## config.mk

```make
export PLATFORM = sky130hd
export DESIGN_NAME = sobel_mul_arbiter
export DESIGN_NICKNAME = d
export VERILOG_FILES = /design/src/rtl/sobel_mul_pkg.sv /design/src/rtl/sobel_mul_pipe.sv /design/src/rtl/sobel_mul_arbiter.sv
export SDC_FILE = /design/constraint.sdc
export NUM_CORES = 1
export LEC_CHECK = 0
export ABC_AREA = 1
export CORE_MARGIN = 2
export CORE_UTILIZATION = 25
export CTS_CLUSTER_DIAMETER = 200
export CTS_CLUSTER_SIZE = 20
export DETAILED_ROUTE_END_ITERATION = 7
export GPL_ROUTABILITY_DRIVEN = 0
export SLEW_MARGIN = 25
export SYNTH_ARGS = -nofsm -noshare
export SYNTH_HDL_FRONTEND = slang
export SYNTH_SLANG_ARGS = --single-unit
```

## constraint.sdc

```tcl
create_clock -name ap_clk -period 4.5 [get_ports ap_clk]
set_input_delay 0.45 -clock ap_clk [delete_from_list [all_inputs] [get_ports ap_clk]]
set_output_delay 0.45 -clock ap_clk [all_outputs]
set_load 0.05 [all_outputs]
```

## src/rtl/sobel_mul_pkg.sv

```systemverilog
// sobel_mul_pkg: shared defaults, requester-tag width helper and the S0 stage record
// for the Sobel multiplier arbiter.
package sobel_mul_pkg;
   localparam int DATA_W  = 11;
   localparam int PROD_W  = 20;
   localparam int MUL_LAT = 3;

   function automatic int id_w(input int num_req);
      return (num_req > 2) ? $clog2(num_req) : 1;
   endfunction

   typedef struct packed {
      logic                     valid;
      logic [id_w(2)-1:0]       id;
      logic signed [DATA_W-1:0] a;
      logic signed [DATA_W-1:0] b;
   } stage_t;
endpackage

```

## src/rtl/sobel_mul_pipe.sv

```systemverilog
// sobel_mul_pipe: enable-gated signed multiplier, DEPTH registers deep, carrying
// the valid and requester-id side-band alongside the product.
module sobel_mul_pipe
   import sobel_mul_pkg::*;
#(
   parameter int DATA_W = sobel_mul_pkg::DATA_W,
   parameter int PROD_W = sobel_mul_pkg::PROD_W,
   parameter int ID_W   = 1,
   parameter int DEPTH  = sobel_mul_pkg::MUL_LAT - 1
) (
   input  logic                     ap_clk,
   input  logic                     ap_rst_n,
   input  logic                     en,
   input  logic                     flush,
   input  logic                     in_valid,
   input  logic [ID_W-1:0]          in_id,
   input  logic signed [DATA_W-1:0] in_a,
   input  logic signed [DATA_W-1:0] in_b,
   output logic                     out_valid,
   output logic [ID_W-1:0]          out_id,
   output logic [PROD_W-1:0]        out_data,
   output logic                     any_valid
);
   logic [DEPTH-1:0]             valid_q, valid_d;
   logic [DEPTH-1:0][ID_W-1:0]   id_q, id_d;
   logic [DEPTH-1:0][PROD_W-1:0] prod_q, prod_d;
   logic signed [PROD_W-1:0]     a_x, b_x;

   // Low PROD_W bits of the product of sign-extended operands equal the truncated full product.
   assign a_x = PROD_W'(in_a);
   assign b_x = PROD_W'(in_b);

   always_comb begin
      valid_d = valid_q;
      id_d    = id_q;
      prod_d  = prod_q;
      if (en) begin
         valid_d[0] = in_valid;
         id_d[0]    = in_id;
         prod_d[0]  = a_x * b_x;
         for (int s = 1; s < DEPTH; s++) begin
            valid_d[s] = valid_q[s-1];
            id_d[s]    = id_q[s-1];
            prod_d[s]  = prod_q[s-1];
         end
      end
      if (flush) valid_d = '0;
   end

   always_ff @(posedge ap_clk or negedge ap_rst_n)
      if (!ap_rst_n) begin
         valid_q <= '0;
         id_q    <= '0;
         prod_q  <= '0;
      end else begin
         valid_q <= valid_d;
         id_q    <= id_d;
         prod_q  <= prod_d;
      end

   assign out_valid = valid_q[DEPTH-1];
   assign out_id    = id_q[DEPTH-1];
   assign out_data  = prod_q[DEPTH-1];
   assign any_valid = |valid_q;
endmodule

```

## src/rtl/sobel_mul_arbiter.sv

```systemverilog
// sobel_mul_arbiter: round-robin arbiter sharing one pipelined signed multiplier
// between NUM_REQ requesters, with a tagged, backpressured result port.
module sobel_mul_arbiter
   import sobel_mul_pkg::*;
#(
   parameter int NUM_REQ = 2,
   parameter int DATA_W  = sobel_mul_pkg::DATA_W,
   parameter int PROD_W  = sobel_mul_pkg::PROD_W,
   parameter int MUL_LAT = sobel_mul_pkg::MUL_LAT,
   parameter int ID_W    = id_w(NUM_REQ)
) (
   input  logic                      ap_clk,
   input  logic                      ap_rst_n,
   input  logic                      flush,
   input  logic [NUM_REQ-1:0]        req_valid,
   output logic [NUM_REQ-1:0]        req_ready,
   input  logic [NUM_REQ*DATA_W-1:0] req_a,
   input  logic [NUM_REQ*DATA_W-1:0] req_b,
   output logic                      rsp_valid,
   input  logic                      rsp_ready,
   output logic [ID_W-1:0]           rsp_id,
   output logic [PROD_W-1:0]         rsp_data,
   output logic                      busy
);
   logic                     adv, hit, hs, pipe_busy;
   logic [ID_W-1:0]          gnt_idx, scan_idx, rr_ptr_q, rr_ptr_d;
   logic                     s0_valid_q, s0_valid_d;
   logic [ID_W-1:0]          s0_id_q, s0_id_d;
   logic signed [DATA_W-1:0] s0_a_q, s0_a_d, s0_b_q, s0_b_d, sel_a, sel_b;

   assign adv       = !rsp_valid || rsp_ready;
   assign hs        = ap_rst_n && adv && hit && !flush;
   assign req_ready = hs ? NUM_REQ'(1) << gnt_idx : '0;
   assign busy      = s0_valid_q || pipe_busy;

   // Scanning downward leaves the first valid requester at or after rr_ptr as the winner.
   always_comb begin
      hit      = 1'b0;
      gnt_idx  = '0;
      scan_idx = '0;
      sel_a    = '0;
      sel_b    = '0;
      for (int k = NUM_REQ - 1; k >= 0; k--) begin
         scan_idx = ID_W'((int'(rr_ptr_q) + k) % NUM_REQ);
         if (req_valid[scan_idx]) begin
            hit     = 1'b1;
            gnt_idx = scan_idx;
         end
      end
      for (int k = 0; k < NUM_REQ; k++)
         if (gnt_idx == ID_W'(k)) begin
            sel_a = req_a[k*DATA_W +: DATA_W];
            sel_b = req_b[k*DATA_W +: DATA_W];
         end
   end

   always_comb begin
      rr_ptr_d   = !hs ? rr_ptr_q : (int'(gnt_idx) == NUM_REQ - 1) ? '0 : gnt_idx + ID_W'(1);
      s0_valid_d = flush ? 1'b0 : adv ? hs : s0_valid_q;
      s0_id_d    = hs ? gnt_idx : s0_id_q;
      s0_a_d     = hs ? sel_a : s0_a_q;
      s0_b_d     = hs ? sel_b : s0_b_q;
   end

   always_ff @(posedge ap_clk or negedge ap_rst_n)
      if (!ap_rst_n) begin
         rr_ptr_q   <= '0;
         s0_valid_q <= 1'b0;
         s0_id_q    <= '0;
         s0_a_q     <= '0;
         s0_b_q     <= '0;
      end else begin
         rr_ptr_q   <= rr_ptr_d;
         s0_valid_q <= s0_valid_d;
         s0_id_q    <= s0_id_d;
         s0_a_q     <= s0_a_d;
         s0_b_q     <= s0_b_d;
      end

   sobel_mul_pipe #(
      .DATA_W (DATA_W),
      .PROD_W (PROD_W),
      .ID_W   (ID_W),
      .DEPTH  (MUL_LAT - 1)
   ) u_pipe (
      .ap_clk    (ap_clk),
      .ap_rst_n  (ap_rst_n),
      .en        (adv),
      .flush     (flush),
      .in_valid  (s0_valid_q),
      .in_id     (s0_id_q),
      .in_a      (s0_a_q),
      .in_b      (s0_b_q),
      .out_valid (rsp_valid),
      .out_id    (rsp_id),
      .out_data  (rsp_data),
      .any_valid (pipe_busy)
   );
endmodule

```

==> results.py, run 1 <==
metrics = {
    "timing": {
        "hold_viol": 0,
        "slew_headroom_pct": 64.47,
        "max_freq_mhz": 214.8,
        "finalWorstSetupSlack_ns": -0.1554,
        "rsz0062_at_grt": "yes",
        "finalCriticalPeriod_ns": 4.655,
        "period_share_pct": 103.5,
        "skew_ns": 0.01110,
        "drv_slew": 0,
        "setup-tns-final_ns": -0.7201,
        "setup_viol": 9,
        "tightest_slew_ns": 0.5329,
    },
    "setup_path": {
        "required_ns": 4.74,
        "crit_family": "adder cells",
        "slowest_delay_ns": 0.52,
        "crit_chain": "buf_4, nand2_2, inv_2, fa_1, inv_2, fa_1, inv_1, fa_1, fa_1, inv_1, fa_1, inv_2, ha_4, a21oi_4, nand2_1, a21oi_1, nand2_1, or2_4, nand3_2, nand2_1",
        "crit_path_max_fanout": 8,
        "slowest_stage": "dfrtp_2",
        "worstSetupStartpointType": "register",
        "reg2reg_slack_ns": -0.16,
        "cp_num_buf_inv": 6,
        "arrival_ns": 4.89,
        "critical_path_class": "register to register",
        "cp_common_cell": "fa_1",
        "endpoint_kind": "register",
    },
    "cts": {
        "clock_latency_ns": 0.35,
        "cts_sinks": 69,
        "cts_tree": "built",
        "clk_pin_slew_ns": 0.06,
        "h-tree-depth": 3,
        "clockBufferDepth": 2,
        "cts_buffers": 9,
        "postCtsHoldBufs": 0,
        "root_buffer": "clkbuf_16",
    },
    "floorplan": {
        "io-pin-count": 75,
        "initial_core_util_pct": 25.44,
        "core_area_mm2": 0.02972,
        "fp.dieH_um": 177.9,
        "die_area_mm2": 0.03165,
        "die_w_um": 177.9,
        "num_rows": 63,
    },
    "final_layout": {
        "drive_above_1_share_pct": 26.03,
        "area_delta_synth_final_pct": 39.37,
        "fin_cells": 1527,
        "n_fill_cell": 2991,
        "n_antenna_cell": 0,
        "fin_nets": 1333,
    },
    "routing": {
        "drt-total-wl_um": 19720,
        "via_count": 6441,
        "postRouteAntennaNets": 0,
        "dr.pass1.iters": 4,
        "via_per_inst": 4.218,
        "drcViolationCount": 0,
        "drtIter0Drc": 317,
        "drt-wirelength-per-cell_um": 12.92,
    },
    "synth": {
        "ys_seq_area_share_pct": 22.84,
        "syn_avg_cell_area_um2": 7.810,
        "syn-instance-count": 968,
        "ys_warn_count": 0,
        "synth-seq-cells": 69,
        "yosysUniqueCellTypes": 33,
        "synth_nets": 1169,
        "syn_area_mm2": 0.007560,
    },
    "place": {
        "place_inst": 1461,
        "port-buffer-count": 74,
        "dpl_worst_slack_ns": -0.2776,
        "dp_hpwl_um": 15050,
    },
    "run": {
        "drv_cap": 0,
    },
    "outcome": {
        "status": "finished, violations left",
        "violations": "negative setup slack",
    },
    "grt": {
        "grt_start_max_net_pins": 54,
        "grt_pass1_vias": 6885,
        "grt.total_usage_pct": 13.30,
        "antenna_found_initial": 0,
        "grt_pass1_wl_um": 33280,
        "overflow": 0,
    },
    "hold_path": {
        "min_path_type": "primary input to asynchronous set/reset pin",
    },
}
## cells by family (layout without fill, tap and decap cells)
logic type      Yosys count  count (layout)  synth area share [%]
compound gates           52              52                 3.790
buf+inv                 284             453                 15.31
fa+ha+maj               151             151                 35.62
simple gates            403             403                 21.40
flops                    69              69                 22.84
xor+xnor                  9               9                 1.043
## path summary, 6_finish.rpt
check                            startpoint            endpoint  cells past startpoint
max in group asynchronous          ap_rst_n           s0_b_q[4]                      3
min in group ap_clk        u_pipe.prod_q[6]  u_pipe.out_data[6]                      2
hold reg to reg            u_pipe.prod_q[6]  u_pipe.out_data[6]                      2
hold / removal                     ap_rst_n    u_pipe.prod_q[4]                      2
setup reg to reg                  s0_b_q[7]   u_pipe.prod_q[15]                     20
setup / recovery                  s0_b_q[7]   u_pipe.prod_q[15]                     20
## per-layer routing
layer / track usage, % / part of all wire [%]
met5: 0 / 0
met4: 3.347 / 1.4
met3: 2.399 / 5.3
met2: 22.30 / 48
met1: 17.65 / 46
## per-stage QoR
stage	hold slack, ns	area, um^2	util, %
floorplan	0.1544	7614	-
global placement	0.4539	9168	30.85
detailed placement	0.4533	9168	30.85
CTS	0.2389	10160	34.20
global route	0.2637	10540	35.46
finish	0.2232	10540	35.46
## final cells by class
type / count / area (um^2) / area share (%)
multi-input combinational: 615 / 5268 / 49.99
timing repair buffer: 208 / 1878 / 17.82
tap: 390 / 488.0 / 4.631
sequential: 69 / 1748 / 16.59
inverter: 229 / 862.1 / 8.182
clock buffer: 11 / 242.7 / 2.304
clock inverter: 5 / 50.05 / 0.4750
## what timing repair did
item,4_1_cts,5_1_grt
setup buffers,43,10
cloned,0,0
pin swaps,58,54
gates resized for setup,98,93
setup endpoints to repair,11,12
## state kept, by name, summed over array words and instances, names as in the netlist
name	cells
rr_ptr_q	1
u_pipe.out_data	20
u_pipe.id_q	1
s0_id_q	1
u_pipe.out_id	1
s0_valid_q	1
u_pipe.prod_q	20
u_pipe.valid_q	2
s0_a_q	11
s0_b_q	11
## cell usage after synthesis (all sizes together)
master | number | area (um^2)
nand2 | 324 | 1219
inv | 227 | 852.1
fa | 107 | 2142
dfrtp | 69 | 1727
ha | 44 | 550.5
nand3 | 43 | 220.2
clkbuf | 29 | 108.9
buf | 26 | 187.7
o21ai | 23 | 118.9
nor2 | 22 | 90.09
a21oi | 19 | 95.09
or2 | 5 | 31.28
xnor2 | 5 | 43.79
o211ai | 4 | 30.03
xor2 | 4 | 35.03
nand3b | 3 | 22.52
a31oi | 2 | 12.51
clkinv | 2 | 8.750
nand4 | 2 | 12.51
nor3 | 2 | 10.01
a21boi | 1 | 7.510
a21o | 1 | 7.510
and3 | 1 | 6.260
nor4 | 1 | 6.260
o21bai | 1 | 7.510
o31ai | 1 | 7.510
## cells in the final DEF (no fill, tap or decap), drive strengths merged, types with 3 or more instances in the layout
cell type | netlist | final
nor2 | 22 | 22
or2 | 5 | 5
xor2 | 4 | 4
xnor2 | 5 | 5
fa | 107 | 107
buf | 26 | 134
inv | 227 | 227
clkinv | 2 | 6
a21oi | 19 | 19
nand3b | 3 | 3
clkdlybuf4s50 | 0 | 73
nand3 | 43 | 43
o21ai | 23 | 23
clkbuf | 29 | 12
o211ai | 4 | 4
nand2 | 324 | 324
ha | 44 | 44
dfrtp | 69 | 69
Power of run 1 is not shown: default switching activity piles up to over one toggle a cycle in this logic, so the estimate is an artifact.
==> inputs of run 2 (changes only) <==
Settings changed: CAP_MARGIN set to 10, CORE_MARGIN 2 to unset, HOLD_SLACK_MARGIN set to 0.03.
==> run 2 against run 1 <==
- the flow still finishes with violations (negative setup slack)
- clock skew up 0.0014 ns
- die area decreased by 2.2%
- final cell count fell by 0.98%
- setup slack gained 0.077 ns
- register-to-register slack gained 0.08 ns
- fmax grew 1.7%
- largest cell class unchanged
==> results.py, run 2 (synthesis results as in run 1) <==
metrics = {
    "outcome": {
        "status": "finished, violations left",
        "violations": "negative setup slack",
    },
    "final_layout": {
        "final_common_cell": "nand2_1",
        "seq_area_mm2": 0.001748,
        "n_fill_cell": 3025,
        "drive_above_1_share_pct": 23.98,
        "multi_input_area_mm2": 0.005196,
        "area_delta_synth_final_pct": 37.34,
        "n_antenna_cell": 0,
        "layout_common_cells": "297 x nand2_1, 208 x inv_1, 100 x fa_1",
        "fin_nets": 1318,
    },
    "setup_path": {
        "rr_startpoint": "s0_a_q[9]",
        "reg2reg_slack_ns": -0.08,
        "endpoint_kind": "register",
        "arrival_ns": 4.82,
        "slowest_stage": "fa_1",
        "crit_chain": "buf_6, nand2_1, inv_1, fa_1, inv_1, fa_1, inv_1, fa_1, fa_1, fa_1, ha_4, a21oi_4, nor2_1, nor3_2, nand2_1, a21oi_2, nand3_1, nand3_1, nand2_1",
        "ff2ff_path_depth": 19,
        "cp_num_buf_inv": 4,
        "cp_common_cell": "fa_1",
        "worstSetupStartpointType": "register",
        "crit_path_max_fanout": 6,
        "reg2reg_to": "u_pipe.prod_q[19]",
        "required_ns": 4.74,
        "critical_path_class": "register to register",
        "slowest_delay_ns": 0.54,
        "crit_family": "adder cells",
    },
    "routing": {
        "dr.pass1.iters": 7,
        "drtIter0Drc": 422,
        "drt-total-wl_um": 19070,
        "drt-wirelength-per-cell_um": 12.62,
        "postRouteAntennaNets": 0,
        "via_count": 6348,
        "drcViolationCount": 0,
        "via_per_inst": 4.198,
    },
    "cts": {
        "cts_tree": "built",
        "clk_pin_slew_ns": 0.06,
        "h-tree-depth": 3,
        "cts_buffers": 9,
        "clockBufferDepth": 2,
        "clock_latency_ns": 0.35,
        "cts_sinks": 69,
        "root_buffer": "clkbuf_16",
        "postCtsHoldBufs": 0,
    },
    "run": {
        "drv_cap": 0,
    },
    "timing": {
        "period_share_pct": 101.8,
        "setup_viol": 4,
        "setup-tns-final_ns": -0.2205,
        "max_freq_mhz": 218.4,
        "drv_slew": 0,
        "finalWorstSetupSlack_ns": -0.07875,
        "rsz0062_at_grt": "yes",
        "holdWs_ns": 0.2070,
        "tightest_slew_ns": 0.5397,
        "skew_ns": 0.01250,
        "hold_viol": 0,
        "finalCriticalPeriod_ns": 4.579,
        "slew_headroom_pct": 64.02,
    },
    "hold_path": {
        "min_path_type": "primary input to asynchronous set/reset pin",
    },
    "grt": {
        "grt_pass1_vias": 6587,
        "grt.total_usage_pct": 12.97,
        "overflow": 0,
        "antenna_found_initial": 0,
        "grt_pass1_wl_um": 31710,
        "grt_start_max_net_pins": 54,
    },
    "place": {
        "port-buffer-count": 74,
        "dp_hpwl_um": 14960,
        "dpl_worst_slack_ns": -0.2674,
    },
    "floorplan": {
        "core_area_mm2": 0.02972,
        "initial_core_util_pct": 25.44,
        "num_rows": 63,
        "fp.dieH_um": 175.9,
        "die_area_mm2": 0.03094,
        "die_w_um": 175.9,
        "io-pin-count": 75,
    },
}
==> run 2: cell count changes in the layout (fill, tap and decap cells not counted), moves of 2 or more <==
cell / previous run / this run
o21ai_0: 10 / 12
bufinv_16: 1 / 3
nand2_1: 293 / 297
clkinv_2: 6 / 3
buf_6: 19 / 15
inv_2: 28 / 19
ha_4: 13 / 15
inv_1: 199 / 208
nand2_4: 11 / 4
nand2_2: 20 / 23
o21ai_4: 2 / 0
buf_4: 110 / 98
==> run 2: timing repair <==
action | CTS | global route
setup buffers | 14 | 24
pin swaps | 11 | 41
gates resized for setup | 64 | 98
setup endpoints to repair | 11 | 11
==> run 2: worst max-delay path by stage <==
| stage | start | to | slack, ns | cells past startpoint |
|---|---|---|---|---|
| 3_5_place_dp | s0_a_q[8] | u_pipe.prod_q[15] | -0.27 | 17 |
| 2_1_floorplan | s0_b_q[10] | u_pipe.prod_q[19] | -0.003 | 19 |
| 5_1_grt | s0_a_q[10] | u_pipe.prod_q[19] | -0.26 | 19 |
| 3_3_place_gp | s0_b_q[5] | u_pipe.prod_q[15] | -0.25 | 19 |
| 6_report | s0_a_q[9] | u_pipe.prod_q[19] | -0.08 | 19 |
| 4_1_cts | s0_a_q[5] | u_pipe.prod_q[13] | -0.03 | 20 |
==> run 2: layer usage <==
metal / global-route usage, % / vias up / wire [um]
met1: 17.14 / 3082 / 8892
met3: 3.052 / 19 / 1022
li1: - / 3094 / -
met2: 21.16 / 153 / 8872
met5: 0 / - / 0
met4: 3.370 / 0 / 286
==> run 2: area by class of cell <==
cell class,count,share of cell area [%]
clock buffer,10,2.205
sequential,69,16.84
timing repair buffer,193,16.84
multi-input combinational,615,50.05
inverter,229,8.303
tap,390,4.700
clock inverter,6,1.073
==> run 2: through the flow <==
stage	util [%]	std cells	instance area, um^2
after floorplan	-	968	7614
after global placement	30.77	1458	9145
after detailed placement	30.77	1458	9145
after CTS	33.11	1488	9838
after global routing	34.94	1512	10380
final	34.94	1512	10380
Power of run 2 is left out for the same reason.
